===== src/rtl/wb_interconnect.sv =====
// Single-master, N-slave Wishbone B4 router with mask/base decode,
// decode-error responder, watchdog timeout and sticky error capture.
module wb_interconnect #(
  parameter int N_SLAVES = 2,
  parameter int ADDR_W = 32,
  parameter int DATA_W = 32,
  parameter logic [N_SLAVES*ADDR_W-1:0] SLAVE_BASE =
    {32'h0000FFFF, 32'h00000000},
  parameter logic [N_SLAVES*ADDR_W-1:0] SLAVE_MASK =
    {32'hFFFFFFFF, 32'hFFFFF000},
  parameter int TIMEOUT = 16
) (
  input  logic                       clk,
  input  logic                       rst,
  input  logic                       CYC,
  input  logic                       STB,
  input  logic                       WE,
  input  logic [ADDR_W-1:0]          ADR,
  input  logic [DATA_W-1:0]          DAT_O,
  input  logic [2:0]                 CTI_O,
  output logic [DATA_W-1:0]          DAT_I,
  output logic                       ACK,
  output logic                       ERR,
  output logic                       RTY,
  output logic [N_SLAVES-1:0]        s_CYC,
  output logic [N_SLAVES-1:0]        s_STB,
  output logic [ADDR_W-1:0]          s_ADR,
  output logic [DATA_W-1:0]          s_DAT_O,
  output logic                       s_WE,
  output logic [2:0]                 s_CTI,
  input  logic [N_SLAVES*DATA_W-1:0] s_DAT_I,
  input  logic [N_SLAVES-1:0]        s_ACK,
  input  logic [N_SLAVES-1:0]        s_ERR,
  input  logic [N_SLAVES-1:0]        s_RTY,
  input  logic                       clr_err,
  output logic                       bus_err,
  output logic                       bus_err_to,
  output logic [ADDR_W-1:0]          bus_err_adr
);

  localparam int SW = (N_SLAVES > 1) ? $clog2(N_SLAVES) : 1;
  localparam int TW = (TIMEOUT > 0) ? $clog2(TIMEOUT + 1) : 1;

  typedef enum logic {IDLE, ACTIVE} state_t;

  state_t              state;
  logic [SW-1:0]       sel_q;
  logic                hit_q;
  logic                abort_q;
  logic [TW-1:0]       tcnt;
  logic                err_q;
  logic                err_to_q;
  logic [ADDR_W-1:0]   err_adr_q;

  logic [SW-1:0]       dec_sel;
  logic                dec_hit;
  logic [SW-1:0]       cur_sel;
  logic                route;
  logic                resp;
  logic                stb_act;
  logic                expire;

  // Descending scan so the lowest matching window wins.
  always_comb begin
    dec_hit = 1'b0;
    dec_sel = '0;
    for (int i = N_SLAVES - 1; i >= 0; i--) begin
      if ((ADR & SLAVE_MASK[i*ADDR_W +: ADDR_W]) ==
          (SLAVE_BASE[i*ADDR_W +: ADDR_W] &
           SLAVE_MASK[i*ADDR_W +: ADDR_W])) begin
        dec_hit = 1'b1;
        dec_sel = SW'(i);
      end
    end
  end

  assign cur_sel = (state == ACTIVE) ? sel_q : dec_sel;
  assign route   = ((state == ACTIVE) ? hit_q : dec_hit) & ~abort_q;
  assign stb_act = CYC & STB;
  assign resp    = route &
                   (s_ACK[cur_sel] | s_ERR[cur_sel] | s_RTY[cur_sel]);
  assign expire  = (TIMEOUT > 0) && route && stb_act && !resp &&
                   (tcnt == TW'(TIMEOUT - 1));

  assign s_ADR   = ADR;
  assign s_DAT_O = DAT_O;
  assign s_WE    = WE;
  assign s_CTI   = CTI_O;

  always_comb begin
    s_CYC = '0;
    s_STB = '0;
    DAT_I = '0;
    ACK   = 1'b0;
    RTY   = 1'b0;
    ERR   = 1'b0;
    if (!rst) begin
      if (route) begin
        s_CYC[cur_sel] = CYC;
        s_STB[cur_sel] = STB;
        DAT_I = s_DAT_I[cur_sel*DATA_W +: DATA_W];
        ACK   = s_ACK[cur_sel];
        RTY   = s_RTY[cur_sel];
        ERR   = s_ERR[cur_sel] | err_q;
      end else begin
        ERR   = err_q;
      end
    end
  end

  always_ff @(posedge clk) begin
    if (rst) begin
      state       <= IDLE;
      sel_q       <= '0;
      hit_q       <= 1'b0;
      abort_q     <= 1'b0;
      tcnt        <= '0;
      err_q       <= 1'b0;
      err_to_q    <= 1'b0;
      err_adr_q   <= '0;
      bus_err     <= 1'b0;
      bus_err_to  <= 1'b0;
      bus_err_adr <= '0;
    end else begin
      case (state)
        IDLE: if (CYC) begin
          state <= ACTIVE;
          sel_q <= dec_sel;
          hit_q <= dec_hit;
        end
        ACTIVE: if (!CYC) state <= IDLE;
        default: state <= IDLE;
      endcase

      if (!CYC)
        abort_q <= 1'b0;
      else if (expire)
        abort_q <= 1'b1;

      if (!route || !CYC || resp || expire)
        tcnt <= '0;
      else if (TIMEOUT > 0 && STB && tcnt != TW'(TIMEOUT))
        tcnt <= tcnt + 1'b1;

      // An aborted slave answers like a decode miss until CYC drops.
      if (!route) begin
        err_q    <= stb_act & ~err_q;
        err_to_q <= abort_q;
      end else begin
        err_q    <= expire;
        err_to_q <= expire;
      end
      err_adr_q <= ADR;

      if (err_q && (!bus_err || clr_err)) begin
        bus_err     <= 1'b1;
        bus_err_to  <= err_to_q;
        bus_err_adr <= err_adr_q;
      end else if (clr_err) begin
        bus_err     <= 1'b0;
        bus_err_to  <= 1'b0;
        bus_err_adr <= '0;
      end
    end
  end

endmodule

===== config.mk =====
export PLATFORM = sky130hd
export DESIGN_NAME = wb_interconnect
export DESIGN_NICKNAME = d
export VERILOG_FILES = /design/src/rtl/wb_interconnect.sv
export SDC_FILE = /design/constraint.sdc
export NUM_CORES = 1
export LEC_CHECK = 0
export CORE_AREA = 4 4 108 110
export CTS_CLUSTER_DIAMETER = 60
export CTS_CLUSTER_SIZE = 24
export DETAILED_ROUTE_END_ITERATION = 10
export DIE_AREA = 0 0 112 114
export DONT_BUFFER_PORTS = 1
export GPL_ROUTABILITY_DRIVEN = 1
export HOLD_SLACK_MARGIN = 0.03
export PLACE_DENSITY_LB_ADDON = 0.25
export SLEW_MARGIN = 25
export SYNTH_ARGS = -nofsm -noshare
export SYNTH_HDL_FRONTEND = slang
export SYNTH_SLANG_ARGS = --single-unit

===== constraint.sdc =====
create_clock -name clk -period 4.5 [get_ports clk]
set_input_delay 1.125 -clock clk [delete_from_list [all_inputs] [get_ports clk]]
set_output_delay 1.125 -clock clk [all_outputs]
set_load 0.02 [all_outputs]

==> results of run 1 <==
==> layer usage <==
| layer | routed length, µm | global-route usage (%) | share of wire [%] |
|---|---|---|---|
| met5 | 0 | 0 | 0 |
| met4 | 178 | 5.05 | 1.6 |
| met3 | 1170 | 7.00 | 10 |
| met2 | 5850 | 30.3 | 52 |
| met1 | 4160 | 18.3 | 37 |
==> path summary, 6_finish.rpt <==
path	slack (ns)	from	cells after the start	to
hold / removal	0.42	err_adr_q[7]	2	bus_err_adr[7]
hold reg to reg	0.42	err_adr_q[7]	2	bus_err_adr[7]
setup reg to reg	2.29	state	5	err_q
setup / recovery	0.38	ADR[13]	7	DAT_I[5]
==> cells in the mapped netlist (all sizes together) <==
library cell | number | area, µm²
and2 | 1 | 6.26
nor4bb | 1 | 10.0
clkbuf | 18 | 67.6
a32oi | 1 | 27.5
and3 | 3 | 18.8
and4 | 2 | 17.5
nand3 | 1 | 5.00
buf | 75 | 558
a21oi | 36 | 180
nand2b | 2 | 12.5
nor2b | 32 | 200
nand3b | 33 | 248
nor2 | 38 | 143
o2111ai | 1 | 8.76
nand2 | 39 | 146
ha | 3 | 37.5
xnor2 | 1 | 8.76
nor4 | 11 | 98.8
o41a | 1 | 11.3
nor3 | 3 | 15.0
nor3b | 2 | 15.0
mux2i | 37 | 383
o21ai | 2 | 10.0
dfxtp | 77 | 1540
o22ai | 3 | 18.8
o2111a | 1 | 11.3
inv | 8 | 30.0
nand4 | 5 | 31.3
a2bb2o | 1 | 20.0
xor2 | 2 | 17.5
o21bai | 1 | 11.3
==> cells by family after synthesis <==
logic type | after synthesis | share of synthesized area [%]
and+or+nand+nor | 173 | 24.7
buffers and inverters | 101 | 16.8
DFF | 77 | 39.4
AOI/OAI and AO/OA | 47 | 7.65
muxes | 37 | 9.79
xor gates and xnor gates | 3 | 0.672
adders and majority gates | 3 | 0.960
==> final cells by class <==
| class | instances | area [µm²] |
|---|---|---|
| clock buffers | 11 | 131 |
| clock inverters | 5 | 85.1 |
| fillers | 1115 | 6740 |
| inverters | 8 | 30.0 |
| multi-input cells | 263 | 1720 |
| flip-flops and latches | 77 | 1540 |
| well taps | 140 | 175 |
| repair buffers | 36 | 283 |
==> per-stage QoR <==
step                      util, %  cell area [µm²]  setup slack (ns)  hold WS (ns)
after detailed placement     35.0             3740             0.389         0.417
after global placement       35.0             3740             0.428         0.414
final                        37.0             3960             0.377         0.423
after global routing         37.0             3960             0.214         0.448
after floorplan                 -             3910             0.578         0.417
after CTS                    37.0             3960             0.376         0.424
==> critical path, stage by stage <==
cell,delay [ns]
nor4_4,0.36
nor2_1,0.12
a32oi_4,0.60
buf_4,0.34
mux2i_1,0.22
nor2_1,0.06
buf_4,0.17
==> power breakdown <==
| group | switching [mW] | internal, mW | total (mW) |
|---|---|---|---|
| Clock | 0.246 | 0.315 | 0.561 |
| Sequential | 0.0127 | 0.701 | 0.714 |
| Combinational | 0.0258 | 0.0285 | 0.0544 |
==> impl.org, run 1 <==
** Status
- The run finished with clean final reports.

** Placed design
- Port Buf Inserts :: 0
- The number of placed instances, taps included, is 524.
- The congestion estimate from routability-driven global placement came to 0.840.
- Sum of net half-perimeters after detailed placement :: 8780 µm

** Drt
- Number of routed nets with antenna violations :: 0
- Vias per cell :: 5.15
- Total Wirelength :: 11400 µm
- Total via count in the routed design :: 2782
- Dividing the detail-routed wire length by the instance count gives 21.0 µm.
- After the first detailed-routing iteration, the DRC count stood at 155.
- The first TritonRoute pass finished after 4 iterations.
- Drc violations :: 0

** Floorplan
- Die Span X :: 112 µm
- Die Ht :: 114 µm
- For this configuration, the core starts out at a cell density of 36.5%.
- The die covers 12800 µm².
- The core region is 10700 µm².
- Row generation in the floorplan step produced 38 rows.
- For this design the top-level I/O count stands at 284.

** STA
- The number of max-slew violations in the final report came to 0.
- TNS Setup :: 0 ns
- Actual slew at the worst max-slew pin :: 0.733 ns
- Top achievable clock speed :: 0.243 GHz
- Min Tclk post-route :: 4.12 ns
- Final cycle utilization of the critical path :: 91.6%
- Tightest slew margin relative to the limit :: 50.9%
- Final count of hold timing violations :: 0
- Clock skew on the completed layout was measured at 0.0104 ns.
- RSZ-0062 raised after global routing :: no
- Total setup violations reported at the end of the flow :: 0

** CTS
- Hold repair after CTS inserted 0 buffers.
- CTS placed an instance of clkbuf_8 at the clock tree root.
- Worst skew pair latency :: 0.34 ns
- Clk sink count :: 77
- Clock buffer depth :: 2
- Clock-pin slew was measured on the worst setup and hold paths at 0.08 ns.
- H-tree levels :: 3
- Clock tree from TritonCTS :: built
- Number of gates resized after CTS :: 0
- Counting the buffers created by CTS gives 9.
- After clock tree synthesis, the setup repair step added 0 buffers.

** Critical path
- STA classifies the critical path startpoint as a primary input.
- The worst setup path is of the in -> out kind.
- Arrival time at the worst endpoint :: 3.00 ns
- Endpoint class of the critical path :: primary output
- Data on the critical path is required at its endpoint by 3.38 ns.
- Along the worst path, the maximum fanout reaches 13.

** Layout
- For this run, the number of standard cells in the final layout without fillers is 540.
- Ant. Diodes :: 0
- Most common cell after layout, fill and taps aside :: dfxtp_1
- From synthesis to final layout, the design area changed by 1.31%.
- Fraction of final layout cells sized beyond drive strength 1 :: 14.2%
- Net count, final :: 541
- The largest registers in the layout are bus_err_adr (32), err_adr_q (32), tcnt (5).
- Leaving out fill and tap cells, the most frequent cells in the layout are dfxtp_1 (77), nor2_1 (38), nand2_1 (38).

** Worst hold path
- Path class of the lowest-slack min-delay path :: reg -> reg

** Job
- Max_cap viols :: 0

** Pwr
- Leakage power figure :: 1.66 nW
- Max VDD drop :: 0.152 mV
- Power density over cell area :: 335 nW/µm²
- The design draws 1.33 mW.

** Synthesis
- The mapped netlist covers 3910 µm².
- Share of synthesized area occupied by flip-flops and latches :: 39.4%
- Synthesis warning total :: 0
- Post-synthesis cell count :: 441
- In this run the mean area of a mapped cell was 8.87 µm².
- After synthesis the netlist holds a flip-flop and latch count of 77.
- Net count after synthesis :: 587
- Distinct cell type count after synthesis :: 35

** Global routing
- The first global-routing pass estimated 16700 µm of wire.
- Maximum number of pins on one net before global-route repair :: 75
- After global routing the overflow that remains totals 0.
- The number of global-route vias before repair came to 2756.
- Number of antenna violations at the first check in global routing :: 0
- GRT Resource Usage Total :: 16.9%
No activity file was read; power rests on OpenSTA's default activity.
==> run 2, diff against run 1 <==
REMOVE_ABC_BUFFERS = 1   (was default)
SLEW_MARGIN = default   (was 25)
TNS_END_PERCENT = 100   (was default)
==> run 2 against run 1 <==
Net effect:
- clock skew shrank 0.0023 ns
- register-to-register slack better by 0.41 ns
- total power decreased by 9.2%
- highest routed layer unchanged
- utilization decreased by 1.9 points
- global-route usage decreased by 0.51 points
- final area down 5.0%
- first-iteration DRC count is 23% higher
- fmax rose by 1.9%
- largest power group unchanged
- clock power down 22%
- sequential cell count unchanged
- count of clock-buffer cells in the layout stayed put
==> impl.org, run 2 (same netlist as run 1, synthesis figures left out) <==
** Pwr
- Power density over cell area :: 321 nW/µm² (-4.4%)
- The proportion of total power due to net switching is 23.2% (+1.8 points).
- Fraction of power consumed by the clock network :: 36.4% (-5.8 points)
- The internal power came to 0.927 mW (-11%).
- The net load switching power was 0.280 mW (-1.5%).
- The cell leakage power is 1.53 nW (-7.6%).
- Combinational cell fraction of total power :: 4.5% (+0.4 points)
- Max VDD drop :: 0.123 mV (-19%)
- Total power draw :: 1.21 mW (-9.2%)
- The power share of the sequential group came to 59.1% (+5.4 points).

** Critical path
- The required time at the worst-slack endpoint is 3.38 ns (about the same).
- Arrival time at the worst endpoint :: 2.92 ns (-0.08 ns)
- CP Max Fanout :: 32 (+19)
- In this run the worst setup path begins at ADR[26].
- The startpoint identified for the worst register-to-register timing path is state.
- The setup path with the least slack is of type in -> out.
- Crit start category :: primary input
- Endpoint class of the critical path :: primary output

** Drt
- Number of routed nets with antenna violations :: 0 (unchanged)
- DRC marker count from the first detailed-route iteration :: 191 (+23%)
- Total via count in the routed design :: 2706 (-2.7%)
- The count of unresolved DRC violations after routing came to 0 (unchanged).
- The via density per instance was 5.21 (+1.2%).
- The number of detailed-route iterations in the first pass is 4 (unchanged).
- Total Wirelength :: 10800 µm (-4.6%)
- WL/cell :: 20.9 µm (-0.77%)

** Layout
- The final standard cell area without fillers was 3760 µm² (-5.0%).
- Ant. Diodes :: 0 (unchanged)
- The share of post-route cells with drive strength above 1 was 9.23% (-5.0 points).
- The top cell types in the final layout, fill and taps aside, are dfxtp_1 (77), nand2_1 (39), nor2_1 (38).
- In the final layout, the registers with the most flip-flops are bus_err_adr (32), err_adr_q (32), tcnt (5).
- Net count, final :: 521 (-3.7%)
- Compared with the post-synthesis result, the final layout area differs by -3.78%.
- Most common cell after layout, fill and taps aside :: dfxtp_1

** Status
- Result of the run :: finished, final reports clean

** Global routing
- Number of antenna violations at the first check in global routing :: 0 (unchanged)
- The global-route wire length before repair is 15900 µm (-4.4%).
- Grt total ovfl :: 0 (unchanged)
- The largest net degree at the start of global routing is 75 (unchanged).
- GRT Resource Usage Total :: 16.4% (-0.51 points)
- Vias in the first global route :: 2740 (-0.58%)

** CTS
- In this run the clock root is driven by a clkbuf_8.
- The clock sink count is 77 (unchanged).
- The number of buffers on the longest clock path was 2 (unchanged).
- The post-cts repair resize count came to 0 (unchanged).
- TritonCTS built the clock tree.
- Setup bufs post-CTS :: 0 (unchanged)
- The number of buffers created by CTS is 9 (unchanged).
- The number of buffers inserted for hold repair after clock tree synthesis came to 0 (unchanged).
- The post-CTS clock slew at the launch and capture registers of the worst setup and hold paths was 0.07 ns (about the same).
- H-tree levels :: 3 (unchanged)
- Worst skew pair latency :: 0.34 ns (about the same)

** STA
- The slew of the pin with the lowest slew margin was 0.668 ns (-0.0650 ns).
- Final cycle utilization of the critical path :: 89.9% (-1.7 points)
- Total setup violations reported at the end of the flow :: 0 (unchanged)
- Final count of hold timing violations :: 0 (unchanged)
- Tightest slew margin relative to the limit :: 55.3% (+4.4 points)
- Setup repair after global routing left no endpoint under its margin.
- Setup clock skew after layout :: 0.00808 ns (-0.00230 ns)
- Min Tclk post-route :: 4.05 ns (-0.0775 ns)
- Top achievable clock speed :: 0.247 GHz (+1.9%)
- Pins over their slew limit :: 0 (unchanged)

** Floorplan
- I/O pin cnt :: 284 (unchanged)
- The full die area is 12800 µm² (unchanged).
- The row count is 38 (unchanged).
- The die span in y is 114 µm (unchanged).
- Die Span X :: 112 µm (unchanged)
- Initial Utilization :: 36.5% (unchanged)
- Core region area :: 10700 µm² (unchanged)

** Job
- The reported max-cap violation count is 0 (unchanged).

** Placed design
- The half-perimeter wire length of the detailed placement result is 8120 µm (-7.5%).
- The area after detailed placement was 3600 µm² (-3.7%).
- Placer Congestion :: 0.759 (-9.6%)
- Port Buf Inserts :: 0 (unchanged)

** Worst hold path
- The min-delay analysis places its worst path in the category reg -> reg.
- In this run the most critical hold path is launched from err_adr_q[2].
## run 2: cell type report
class                      count  area (µm²)
timing repair buffer          16         145
inverter                       8        30.0
sequential                    77        1540
clock buffer                  11         131
fill                        1115        6940
clock inverter                 4        26.3
multi-input combinational    263        1710
tap                          140         175
## run 2: worst max-delay path, cell delays in order
cell and delay [ns]:
nor4_1 0.39, and4_1 0.40, a32oi_4 0.25, buf_12 0.27, mux2i_1 0.13, nor2_1 0.33
## run 2: metal layers
layer | up-vias | GRT usage, % | wire length [µm] | share of wire [%]
met2 | 209 | 25.3 | 4820 | 45
met5 | - | 2.75 | 0 | 0
met3 | 10 | 9.87 | 1530 | 14
met1 | 1209 | 19.3 | 4400 | 41
met4 | 0 | 4.17 | 77 | 0.71
li1 | 1278 | - | - | -
## run 2: path summary, 6_finish.rpt
path                                       end  slack, ns  cells after the start
worst max-delay path                 DAT_I[24]       0.45                      6
worst min-delay path            bus_err_adr[2]       0.43                      2
worst max register to register           err_q       2.70                      4
worst min register to register  bus_err_adr[2]       0.43                      2
## run 2: metrics by stage
| stage | TNS (ns) | setup slack, ns | hold slack (ns) | utilization [%] | std cells |
|---|---|---|---|---|---|
| final | 0 | 0.455 | 0.429 | 35.2 | 519 |
| after global routing | 0 | 0.275 | 0.444 | 35.2 | 519 |
| after CTS | 0 | 0.369 | 0.429 | 35.2 | 519 |
| after detailed placement | 0 | 0.372 | 0.420 | 33.7 | 504 |
| after global placement | 0 | 0.412 | 0.413 | 33.7 | 504 |
| after floorplan | -0.147 | -0.147 | 0.411 | - | 348 |
## run 2: power groups by stage
stage               Combinational [mW]  Sequential (mW)  Clock, mW
finish                          0.0544            0.714      0.439
global route                    0.0610            0.716      0.495
CTS                             0.0550            0.714      0.460
detailed placement              0.0548            0.730          0
global placement                0.0533            0.729          0
floorplan                       0.0448            0.728          0
==> run 3, diff against run 2 <==
CORE_AREA = 2 2 109 111   (was 4 4 108 110)
CTS_CLUSTER_DIAMETER = default   (was 60)
DIE_AREA = 0 0 111 113   (was 0 0 112 114)
==> run 3 against run 2 <==
Net effect:
- cell count rose by 0.77%
- first-iteration DRC count fell by 18%
- largest cell class unchanged
- total power up 28%
- worst hold slack lost 0.0074 ns
- utilization shrank 0.29 points
- combinational power up 2%
- clock power is 77% higher
- sequential share of layout area decreased by 1.8 points
==> impl.org, run 3 (same netlist as run 1, synthesis figures left out) <==
** Status
- Result of the run :: finished, final reports clean

** Global routing
- First-pass GRT wire length :: 16000 µm (+0.35%)
- Global routing usage on met3 :: 9.16% (-0.71 points)
- Number of antenna violations at the first check in global routing :: 0 (unchanged)
- Met1 Use GR :: 19.2% (-0.12 points)
- The met2 capacity usage during global routing came to 27.4% (+2.2 points).
- In this run the most used layer during global routing was met2.
- Maximum number of pins on one net before global-route repair :: 75 (unchanged)
- Vias in the first global route :: 2670 (-2.6%)
- The overall track demand over capacity in global routing came to 17.1% (+0.72 points).
- The global route total overflow is 0 (unchanged).

** Worst hold path
- Critical hold path startpoint :: err_adr_q[13]
- The worst hold path belongs to the class reg -> reg.
- Capture endpoint of the worst hold path :: bus_err_adr[13]
- The count of cells along the worst hold path is 2 (unchanged).

** Critical path
- The register-to-register setup slack came to 2.64 ns (-0.06 ns).
- The data arrival time of the critical path was 3.15 ns (+0.23 ns).
- The required time at the worst-slack endpoint was 3.38 ns (about the same).
- The longest individual stage delay on the worst path is 0.54 ns (+0.14 ns).
- Endpoint class of the critical path :: primary output
- Reg2reg start :: state
- The depth of the worst register-to-register path is 5 (+1).
- Walking the worst path, the cells encountered are nor4_1 -> and4_1 -> o2111a_1 -> o21bai_4 -> nor3b_1 -> buf_4.
- CP Max Fanout :: 36 (+13%)
- The worst register-to-register path ends at err_q.
- Category of the most critical setup path :: in -> out
- Cell family with the largest share of critical-path delay :: simple AND/OR/NAND/NOR gates
- Crit start category :: primary input
- Critical path's slowest cell :: nor4_1
- Buffers plus inverters on the worst setup path :: 1 (unchanged)

** Drt
- Number of detailed-routing iterations run before antenna repair :: 4 (unchanged)
- Vias per cell :: 5.25 (+0.67%)
- DRC marker count from the first detailed-route iteration :: 156 (-18%)
- The number of vias in the routed layout is 2745 (+1.4%).
- Total Wirelength :: 11100 µm (+2.3%)
- The mean routed wirelength per cell was 21.2 µm (+1.5%).
- The count of unresolved DRC violations after routing came to 0 (unchanged).
- Number of routed nets with antenna violations :: 0 (unchanged)

** CTS
- Clock buffer depth :: 2 (unchanged)
- H-tree levels :: 3 (unchanged)
- Clock tree from TritonCTS :: built
- TritonCTS Buffers :: 9 (unchanged)
- The post-CTS clock slew at the launch and capture registers of the worst setup and hold paths is 0.06 ns (about the same).
- Worst skew pair latency :: 0.33 ns (about the same)
- The number of buffers inserted for hold repair after clock tree synthesis came to 0 (unchanged).
- Clk sink count :: 77 (unchanged)
- Clock tree synthesis selected as its root buffer the cell clkbuf_16.
- The post-CTS setup-driven buffer insertion count is 0 (unchanged).
- Number of gates resized after CTS :: 0 (unchanged)

** Pwr
- Max VDD drop :: 0.204 mV (+66%)
- Net switching power :: 0.302 mW (+7.8%)
- Fraction of power consumed by the clock network :: 50.3% (+14 points)
- The total power after layout was 1.55 mW (+28%).
- The power share of the sequential group was 46.1% (-13 points).
- Power density over cell area :: 394 nW/µm² (+23%)
- The combinational cell fraction of total power came to 3.6% (-0.9 points).
- The internal power is 1.25 mW (+35%).
- The cell leakage power was 1.61 nW (+4.8%).
- The proportion of total power due to net switching came to 19.5% (-3.7 points).

** STA
- Pins over their slew limit :: 0 (unchanged)
- Final cycle utilization of the critical path :: 94.9% (+5.0 points)
- Setup repair after global routing left no endpoint under its margin.
- The worst clock skew on the final layout was 0.00473 ns (-0.00335 ns).
- Final count of hold timing violations :: 0 (unchanged)
- Min Tclk post-route :: 4.27 ns (+0.226 ns)
- Total setup violations reported at the end of the flow :: 0 (unchanged)
- The worst slew margin relative to its limit came to 48.6% (-6.7 points).
- The maximum achievable frequency came to 0.234 GHz (-5.3%).
- The worst hold margin came to 0.422 ns (-0.00742 ns).
- The slew of the pin with the lowest slew margin came to 0.768 ns (+0.100 ns).

** Layout
- Most common cell after layout, fill and taps aside :: dfxtp_1
- Fraction of final layout cells sized beyond drive strength 1 :: 9.47% (+0.24 points)
- Area Growth Syn to Fin :: 0.544%
- Fillcell total :: 1156 (+3.7%)
- In the layout the commonest cells are dfxtp_1 (77), nand2_1 (39), nor2_1 (38).
- Registers with the most flip-flops :: bus_err_adr (32), err_adr_q (32), tcnt (5)
- Total area of multi-input combinational cells :: 1720 µm² (+0.44%)
- The final net count was 521 (unchanged).
- The flip-flop and latch area came to 1540 µm² (unchanged).
- The final standard cell area without fillers is 3930 µm² (+4.5%).
- Ant. Diodes :: 0 (unchanged)

** Floorplan
- Initial Utilization :: 34.7% (-1.9 points)
- Die Span X :: 111 µm (-0.89%)
- The die span in y came to 113 µm (-0.88%).
- Die area :: 12500 µm² (-1.8%)
- Placement Rows :: 39 (+2.6%)
- The count of boundary I/O pins is 284 (unchanged).
- The floorplan core area was 11300 µm² (+5.4%).

** Placed design
- Port Buf Inserts :: 0 (unchanged)
- The half-perimeter wire length of the detailed placement result was 8230 µm (+1.3%).
- Post-detailed-placement cell area :: 3600 µm² (-0.24%)
- Placer Congestion :: 0.784 (+3.3%)

** Job
- Max_cap viols :: 0 (unchanged)
## run 3: cell types whose count changed in the layout (fill, tap and decap cells not counted), moves of 2 or more
cell and delta:
clkinv_2 -2, clkbuf_8 -7, bufinv_16 +2, clkbuf_16 +9
## run 3: how the worst max path moves through the flow
stage                        from       end  slack [ns]  depth (start not counted)
final                     ADR[26]  s_STB[1]        0.23                          6
after global placement    ADR[26]  s_STB[1]        0.01                          6
after global routing      ADR[26]  s_STB[1]        0.07                          6
after floorplan           ADR[13]  s_STB[0]       -0.15                          4
after detailed placement  ADR[26]  s_STB[1]        0.01                          6
after CTS                 ADR[26]  s_STB[1]        0.01                          6
## run 3: power by group through the flow
| stage | clock network (mW) | registers, mW | logic [mW] |
|---|---|---|---|
| final | 0.779 | 0.715 | 0.0554 |
| after global routing | 0.835 | 0.717 | 0.0618 |
| after detailed placement | 0 | 0.730 | 0.0559 |
| after global placement | 0 | 0.729 | 0.0551 |
| after CTS | 0.804 | 0.715 | 0.0561 |
| after floorplan | 0 | 0.728 | 0.0448 |
## run 3: cell type report
cell class / instances / area share, %
tap: 143 / 4.55
sequential: 77 / 39.2
clock inverter: 3 / 1.72
inverter: 8 / 0.764
clock buffer: 13 / 6.62
timing repair buffer: 16 / 3.37
multi-input combinational: 263 / 43.8
## run 3: per-stage QoR
stage          setup TNS, ns  setup WS (ns)  utilization, %  instances
6_report                   0          0.228            34.9        523
5_1_grt                    0         0.0703            34.9        523
4_1_cts                    0         0.0131            34.8        523
3_5_place_dp               0         0.0107            31.9        507
3_3_place_gp               0         0.0147            31.9        507
2_1_floorplan         -0.147         -0.147               -        348
## run 3: metal layers
metal  vias up  share of wire, %
met3        15                13
met4         2               1.4
met5         -              0.36
li1       1281                 -
met1      1255                38
met2       192                47
## run 3: worst min-delay path: stages, from the launching register on
cell and delay [ns]:
dfxtp_1 0.29, nand2_1 0.05, a21oi_1 0.05
